### src/rtl/fetch_unit.sv
// Instruction-fetch front end: owns the PC, issues in-order imem requests under a
// credit limit, buffers responses for decode and squashes wrong-path work on redirect.
module fetch_unit #(
  parameter int unsigned     XLEN       = 32,
  parameter logic [XLEN-1:0] RESET_PC   = '0,
  parameter int unsigned     FIFO_DEPTH = 2
) (
  input  logic            clk,
  input  logic            rst,
  input  logic            pc_src,
  input  logic [XLEN-1:0] branch_target,
  output logic            imem_req_valid,
  input  logic            imem_req_ready,
  output logic [XLEN-1:0] imem_req_addr,
  input  logic            imem_rsp_valid,
  input  logic [31:0]     imem_rsp_data,
  output logic            if_valid,
  input  logic            if_ready,
  output logic [31:0]     if_instr,
  output logic [XLEN-1:0] if_pc
);

  localparam int unsigned AW = (FIFO_DEPTH > 1) ? $clog2(FIFO_DEPTH) : 1;
  localparam int unsigned CW = $clog2(FIFO_DEPTH + 1);

  typedef enum logic [1:0] {BOOT, FETCH, FLUSH} state_t;

  state_t          state;
  logic [XLEN-1:0] pc;
  logic [CW-1:0]   out_cnt;
  logic [CW-1:0]   drop_cnt;
  logic [CW-1:0]   fifo_cnt;
  logic [AW-1:0]   fifo_rd;
  logic [AW-1:0]   fifo_wr;
  logic [AW-1:0]   pcq_rd;
  logic [AW-1:0]   pcq_wr;
  logic [31:0]     fifo_instr [FIFO_DEPTH];
  logic [XLEN-1:0] fifo_pc    [FIFO_DEPTH];
  logic [XLEN-1:0] pcq        [FIFO_DEPTH];

  logic            redirect;
  logic            credit_ok;
  logic            req_fire;
  logic            rsp_fire;
  logic            rsp_keep;
  logic            pop;
  logic [CW-1:0]   next_drop;

  // Requests are only issued while in-flight plus buffered stays below FIFO_DEPTH,
  // so every kept response is guaranteed a FIFO slot.
  assign redirect  = pc_src && (state != BOOT);
  assign credit_ok = ((CW+1)'(out_cnt) + (CW+1)'(fifo_cnt)) < (CW+1)'(FIFO_DEPTH);
  assign req_fire  = imem_req_valid && imem_req_ready;
  assign rsp_fire  = imem_rsp_valid && (out_cnt != '0);
  assign rsp_keep  = rsp_fire && (drop_cnt == '0);
  assign pop       = if_valid && if_ready;
  assign next_drop = out_cnt - CW'(rsp_fire);

  assign imem_req_valid = (state == FETCH) && !pc_src && credit_ok;
  assign imem_req_addr  = pc;
  assign if_valid       = (fifo_cnt != '0);
  assign if_instr       = fifo_instr[fifo_rd];
  assign if_pc          = fifo_pc[fifo_rd];

  always_ff @(posedge clk) begin
    if (rst) begin
      state    <= BOOT;
      pc       <= RESET_PC;
      out_cnt  <= '0;
      drop_cnt <= '0;
      fifo_cnt <= '0;
      fifo_rd  <= '0;
      fifo_wr  <= '0;
      pcq_rd   <= '0;
      pcq_wr   <= '0;
      for (int i = 0; i < FIFO_DEPTH; i++) begin
        fifo_instr[i] <= '0;
        fifo_pc[i]    <= '0;
        pcq[i]        <= '0;
      end
    end else begin
      out_cnt <= out_cnt + CW'(req_fire) - CW'(rsp_fire);
      if (redirect) begin
        // Everything older than the branch is dead; responses still owed are counted off.
        pc       <= branch_target & ~XLEN'(3);
        fifo_cnt <= '0;
        fifo_rd  <= '0;
        fifo_wr  <= '0;
        pcq_rd   <= '0;
        pcq_wr   <= '0;
        drop_cnt <= next_drop;
        state    <= (next_drop != '0) ? FLUSH : FETCH;
      end else begin
        case (state)
          BOOT:    state <= FETCH;
          FLUSH:   if (drop_cnt == '0) state <= FETCH;
          default: state <= state;
        endcase
        if (req_fire) begin
          pc          <= pc + XLEN'(4);
          pcq[pcq_wr] <= pc;
          pcq_wr      <= pcq_wr + AW'(1);
        end
        if (rsp_fire && (drop_cnt != '0)) drop_cnt <= drop_cnt - CW'(1);
        if (rsp_keep) begin
          fifo_instr[fifo_wr] <= imem_rsp_data;
          fifo_pc[fifo_wr]    <= pcq[pcq_rd];
          fifo_wr             <= fifo_wr + AW'(1);
          pcq_rd              <= pcq_rd + AW'(1);
        end
        if (pop) fifo_rd <= fifo_rd + AW'(1);
        fifo_cnt <= fifo_cnt + CW'(rsp_keep) - CW'(pop);
      end
    end
  end

endmodule

### config.mk
export PLATFORM = sky130hd
export DESIGN_NAME = fetch_unit
export DESIGN_NICKNAME = d
export VERILOG_FILES = /design/src/rtl/fetch_unit.sv
export SDC_FILE = /design/constraint.sdc
export NUM_CORES = 1
export LEC_CHECK = 0
export ABC_CLOCK_PERIOD_IN_PS = 3990
export BUFFER_PORTS_ARGS = -buffer_cell sky130_fd_sc_hd__clkbuf_2
export CAP_MARGIN = 25
export CORE_MARGIN = 1.5
export CORE_UTILIZATION = 50
export DETAILED_ROUTE_END_ITERATION = 6
export PLACE_DENSITY = 0.75
export SETUP_SLACK_MARGIN = 0.5
export SYNTH_ARGS = -nofsm -noshare
export SYNTH_HDL_FRONTEND = slang
export SYNTH_SLANG_ARGS = --single-unit
### constraint.sdc
create_clock -name clk -period 3.99 [get_ports clk]
set_input_delay 0.1995 -clock clk [delete_from_list [all_inputs] [get_ports clk]]
set_output_delay 0.1995 -clock clk [all_outputs]
set_load 0.02 [all_outputs]
==> results of run 1 <==
==> registers in the layout, indices dropped and copies added, names as in the netlist, named ones only <==
name	cells
fifo_pc	60
fifo_wr	1
fifo_instr	64
pcq	60
imem_req_addr	30
pcq_rd	1
fifo_cnt	2
fifo_rd	1
out_cnt	2
pcq_wr	1
drop_cnt	2
state	2
==> layer usage <==
metal  up-vias  GRT usage  share of wire
li1       3298          -              -
met1      3276      0.273           0.43
met2       252      0.337           0.48
met3        41     0.0379          0.068
met4         0     0.0597          0.021
met5         -          0              0
==> worst min path at each step <==
stage                        endpoint  slack [ns]         startpoint
finish              fifo_instr[0][20]        0.03  imem_rsp_data[20]
CTS                 fifo_instr[0][31]       0.005  imem_rsp_data[31]
global route        imem_req_addr[23]        0.02  branch_target[23]
floorplan           imem_req_addr[10]        0.38  branch_target[10]
global placement    imem_req_addr[20]        0.48  branch_target[20]
detailed placement   imem_req_addr[4]        0.48   branch_target[4]
==> power breakdown <==
group	internal (mW)	switching (mW)	total (mW)	leakage, nW
Clock	1.61	0.896	2.50	0.438
Combinational	0.600	0.904	1.50	2.29
Sequential	2.81	0.183	3.00	2.27
Total	5.02	1.98	7.00	5.00
==> layout by cell type (no fill, tap or decap), types with 2 or more instances in the layout <==
cell             n
and4_1           4
nand2b_1         2
o21ai_0          6
and3_1          32
a31oi_1          3
buf_4           15
nor2_1         107
ha_1             7
nand2_1         10
clkinvlp_4       3
xnor2_1         23
dlygate4sd3_1   56
nor4_1          15
mux2i_1         33
clkinv_1         2
and2_1          90
clkbuf_2       161
nand4_1         11
inv_1           12
or2_2            3
o21a_1           2
conb_1           4
a311oi_1         5
or3_1            5
edfxtp_1       184
bufinv_16        6
xor2_1           9
mux2_2          62
a211oi_1        23
clkbuf_16       25
clkbuf_8         4
nor2b_1          3
a21oi_1          4
nand3_1         11
clkbuf_1         2
nand2b_2         2
dfxtp_1         43
nor3_1          14
==> stage by stage <==
stage | std cells | hold slack (ns) | instance area (um2) | util
floorplan | 796 | 0.380 | 10100 | -
global placement | 1187 | 0.476 | 11200 | 0.572
detailed placement | 1187 | 0.479 | 11200 | 0.572
CTS | 1287 | 0.00510 | 12700 | 0.647
global route | 1288 | 0.0176 | 12700 | 0.648
finish | 1288 | 0.0322 | 12700 | 0.648
==> kinds of logic after synthesis <==
group	share of synthesized area
compound gates	0.0354
xor+xnor	0.0277
fa+ha+maj	0.0106
buf+inv	0.0248
flops	0.632
mux	0.101
other cells	0.000370
simple gates	0.167
==> what timing repair did <==
| action | in CTS | in global routing |
|---|---|---|
| resized for setup | 0 | 0 |
| endpoints found under the hold margin | 63 | 0 |
| buffers inserted | 0 | 0 |
| hold buffers | 56 | 0 |
==> cell type report <==
| cell class | instances | area (um2) |
|---|---|---|
| tap | 265 | 332 |
| timing repair buffer | 234 | 1530 |
| inverter | 12 | 45.0 |
| sequential | 228 | 6410 |
| clock buffer | 31 | 688 |
| fill | 1434 | 6920 |
| clock inverter | 13 | 226 |
| multi-input combinational | 505 | 3510 |
==> results.toml, run 1 <==
[worst_setup_path]
cp.arrival_ns = 3.12
crit_type = "register to register"
critical_path.cell_chain = "and2_1 -> fa_1 -> nor4b_4 -> nand2_2 -> nor3_1 -> or2_2"
start_kind = "register"
slowest_stage = "or2_2"
r2r_end = "pcq[1][30]"
critical_path.max_fanout = 30
r2r_cells = 6
cpPeakStageDelay_ns = 0.64
endpoint = "pcq[1][30]"
reg2reg_slack_ns = 1.00
cp_top_family = "simple AND/OR/NAND/NOR gates"
worst-path-buf-inv = 0
cp_num_cells = 6
cp-startpoint = "out_cnt[0]"
required_ns = 4.12
r2r_start = "out_cnt[0]"
end_kind = "register"

[global_route]
antenna_found_initial = 0
grt_usage = 0.203
grt_pass1_vias = 6807
grt.overflow.total = 0
grt_pass1_wl_um = 34800
grt_start_max_net_pins = 62

[synth]
synthArstFlopShare = 0
netlist.top_cell.by_area = "edfxtp_1"
ys_seq_area_frac = 0.632
yosysWarnings = 0
yosys.cell_types.count = 44
synth_commonest_cells = "edfxtp_1, nor2_1, and2_1"
synthCells = 793
ys_ff_latch = 228
synth_area_per_cell_um2 = 12.8
synth-edff-count = 184
syn_area_um2 = 10100
synth_top_area_frac = 0.545
synthTopCellsByArea = "edfxtp_1, dfxtp_1, mux2_2"
ys.flop_type = "edfxtp_1"
synth_most_common_cell = "edfxtp_1"

[route]
ant_nets = 0
via_per_inst = 5.33
post-route-drc-count = 0
drt-wirelength-per-cell_um = 16.7
drt-initial-drc-count = 448
first_pass_iters = 7
via_count = 6867
routed_wl_um = 21500

[die]
rows = 51
io_pins = 168
die_w_um = 145
start_util = 0.516
core_um2 = 19700
die-area_um2 = 21100
die_h_um = 145

[timing]
skew_ns = 0.0163
hold_viol = 0
fin_crit_sh = 0.749
layout_setup_ws_ns = 1.00
fin_setup_tns_ns = 0
clock.fmax_mhz = 335
fin_crit_ns = 2.99
max_slew_margin = 0.510
report.final.slew_viol_count = 0
rsz0062_at_grt = "no"
setup_viol = 0
worst_pin_slew_ns = 0.735

[power_and_ir_drop]
total_power_mw = 7.00
leakage_nw = 5.00
power.density_nw_per_um2 = 550
ir_drop_mv = 0.403

[clock_tree]
cts_made_buffers = 24
clockBufferDepth = 3
cts_tree = "yes"
clock_latency_ns = 0.51
root_buffer = "clkbuf_16"
h-tree-depth = 1
clock_sinks = 228
clkTransAtPathRegs_ns = 0.06

[placed_design]
hpwl_um = 13400
portBuffers = 161
pre_cts_ws_ns = 0.996
place_congestion = 0.797

[min_path]
min_path_type = "input pin to register"
min_delay_path_depth = 2

[finish]
nets = 1083
diodes = 0
drive_gt1_frac = 0.287
area_delta_synth_final_pct = 25.7

[status]
status = "finished, final reports clean"

[flow_run]
maxCapViolCount = 0
(Power assumes the default switching activity.)
==> inputs of run 2 (changes only) <==
Settings changed: ABC_CLOCK_PERIOD_IN_PS 3990 to 2650, PLACE_DENSITY 0.75 to 0.78.
Clock period 3.99 ns to 2.65 ns, I/O delays scaled along.
==> results.toml, run 2 (same netlist as run 1, synthesis figures left out) <==
[power_and_ir_drop]
leakage_nw = 5.47
power.density_nw_per_um2 = 765
ir_drop_mv = 0.448

[finish]
final_common_cell = "edfxtp_1"
drive_gt1_frac = 0.348
final_area_um2 = 13700
reg.largest.list = "fifo_instr x64, fifo_pc x60, pcq x60"
largest_register = "fifo_instr"
area_delta_synth_final_pct = 34.9
diodes = 0
layout_common_cells = "edfxtp_1, clkbuf_2, nor2_1"
nets = 1133
largest_reg_flops = 64
fin_util = 0.695

[timing]
fin_setup_tns_ns = 0
clock.fmax_mhz = 391
max_slew_margin = 0.487
rsz0062_at_grt = "yes"
report.final.slew_viol_count = 0
hold_viol = 0
layout_setup_ws_ns = 0.0933
worst_pin_slew_ns = 0.768
fin_crit_ns = 2.56
fin_crit_sh = 0.965
setup_viol = 0
skew_ns = 0.00752

[clock_tree]
clock_sinks = 228
clkTransAtPathRegs_ns = 0.06
clockBufferDepth = 3
root_buffer = "clkbuf_16"
h-tree-depth = 1
cts_made_buffers = 23
cts_tree = "yes"
clock_latency_ns = 0.51

[placed_design]
hpwl_um = 13500
pre_cts_ws_ns = 0.142
post_dp_cell_area_um2 = 11400
portBuffers = 161
place_congestion = 0.785

[route]
first_pass_iters = 5
via_per_inst = 5.51
post-route-drc-count = 0
routed_wl_um = 25700
drt-initial-drc-count = 584
via_count = 7355
drt-wirelength-per-cell_um = 19.3
ant_nets = 0

[global_route]
grt.overflow.total = 0
grt_usage = 0.213
grt_pass1_wl_um = 35900
grt_pass1_vias = 6958
grt_start_max_net_pins = 63
antenna_found_initial = 0

[worst_setup_path]
start_kind = "register"
crit_type = "register to register"
cp.arrival_ns = 2.78
end_kind = "register"
required_ns = 2.87
critical_path.max_fanout = 7

[die]
die-area_um2 = 21100
start_util = 0.516
core_um2 = 19700
rows = 51
die_w_um = 145
die_h_um = 145
io_pins = 168

[flow_run]
maxCapViolCount = 0

[min_path]
min_path_type = "input pin to register"

[status]
status = "finished, final reports clean"
==> run 2: cell count changes in the layout (fill, tap and decap cells not counted), moves of 6 or more <==
| cell | before | now |
|---|---|---|
| buf_6 | 0 | 11 |
| dlygate4sd3_1 | 56 | 62 |
| clkbuf_1 | 2 | 8 |
| nor4_1 | 15 | 1 |
| buf_12 | 1 | 9 |
| nor3_4 | 0 | 7 |
| nor4_4 | 0 | 11 |
| nor3_1 | 14 | 2 |
| buf_4 | 15 | 27 |
==> run 2: power by group <==
group          switching (mW)  internal, mW  total [mW]
Sequential              0.278          4.24        4.52
Clock                    1.31          1.90        3.21
Combinational            1.58          1.15        2.73
==> run 2: metal layers <==
layer  GRT usage  vias up  share of wire
met4      0.0770        0          0.039
met5           0        -              0
li1            -     3395              -
met3      0.0313       73          0.059
met2       0.359      316           0.50
met1       0.280     3571           0.40
==> run 2: cell type report <==
type | instances | area (um2)
Sequential cell | 228 | 6410
Fill cell | 1296 | 5990
Multi-Input combinational cell | 509 | 3940
Timing Repair Buffer | 281 | 2200
Clock buffer | 31 | 606
Tap cell | 265 | 332
Clock inverter | 10 | 133
Inverter | 12 | 45.0
==> run 2: what timing repair did <==
action	CTS	global route
cloned	4	10
endpoints found under the hold margin	99	0
setup endpoints to repair	179	238
buffers inserted	13	14
pin swaps	13	19
resized for setup	31	45
hold buffers	62	0
==> run 2: worst paths after layout <==
kind	start	end	slack, ns	cells after the start
setup / recovery	fifo_cnt[0]	pcq[0][21]	0.09	10
hold / removal	pc_src	state[0]	0.01	3
setup reg to reg	fifo_cnt[0]	pcq[0][21]	0.09	10
hold reg to reg	fifo_rd	fifo_rd	0.54	2
==> run 2: worst max-delay path, cell delays in order (launching register included) <==
cell,delay [ns]
dfxtp_2,0.32
and2_4,0.15
fa_1,0.49
nor4b_4,0.26
buf_6,0.19
nand2_4,0.10
buf_12,0.19
nor3_4,0.15
or2_4,0.17
buf_6,0.11
clkbuf_16,0.15
==> run 2: through the flow <==
| step | cells | hold slack [ns] | total power, mW |
|---|---|---|---|
| after global placement | 1192 | 0.410 | 6.80 |
| after floorplan | 796 | 0.313 | 6.08 |
| after global routing | 1336 | 0.0478 | 10.8 |
| after detailed placement | 1192 | 0.410 | 6.83 |
| final | 1336 | 0.0113 | 10.5 |
| after CTS | 1312 | 0.00193 | 10.2 |
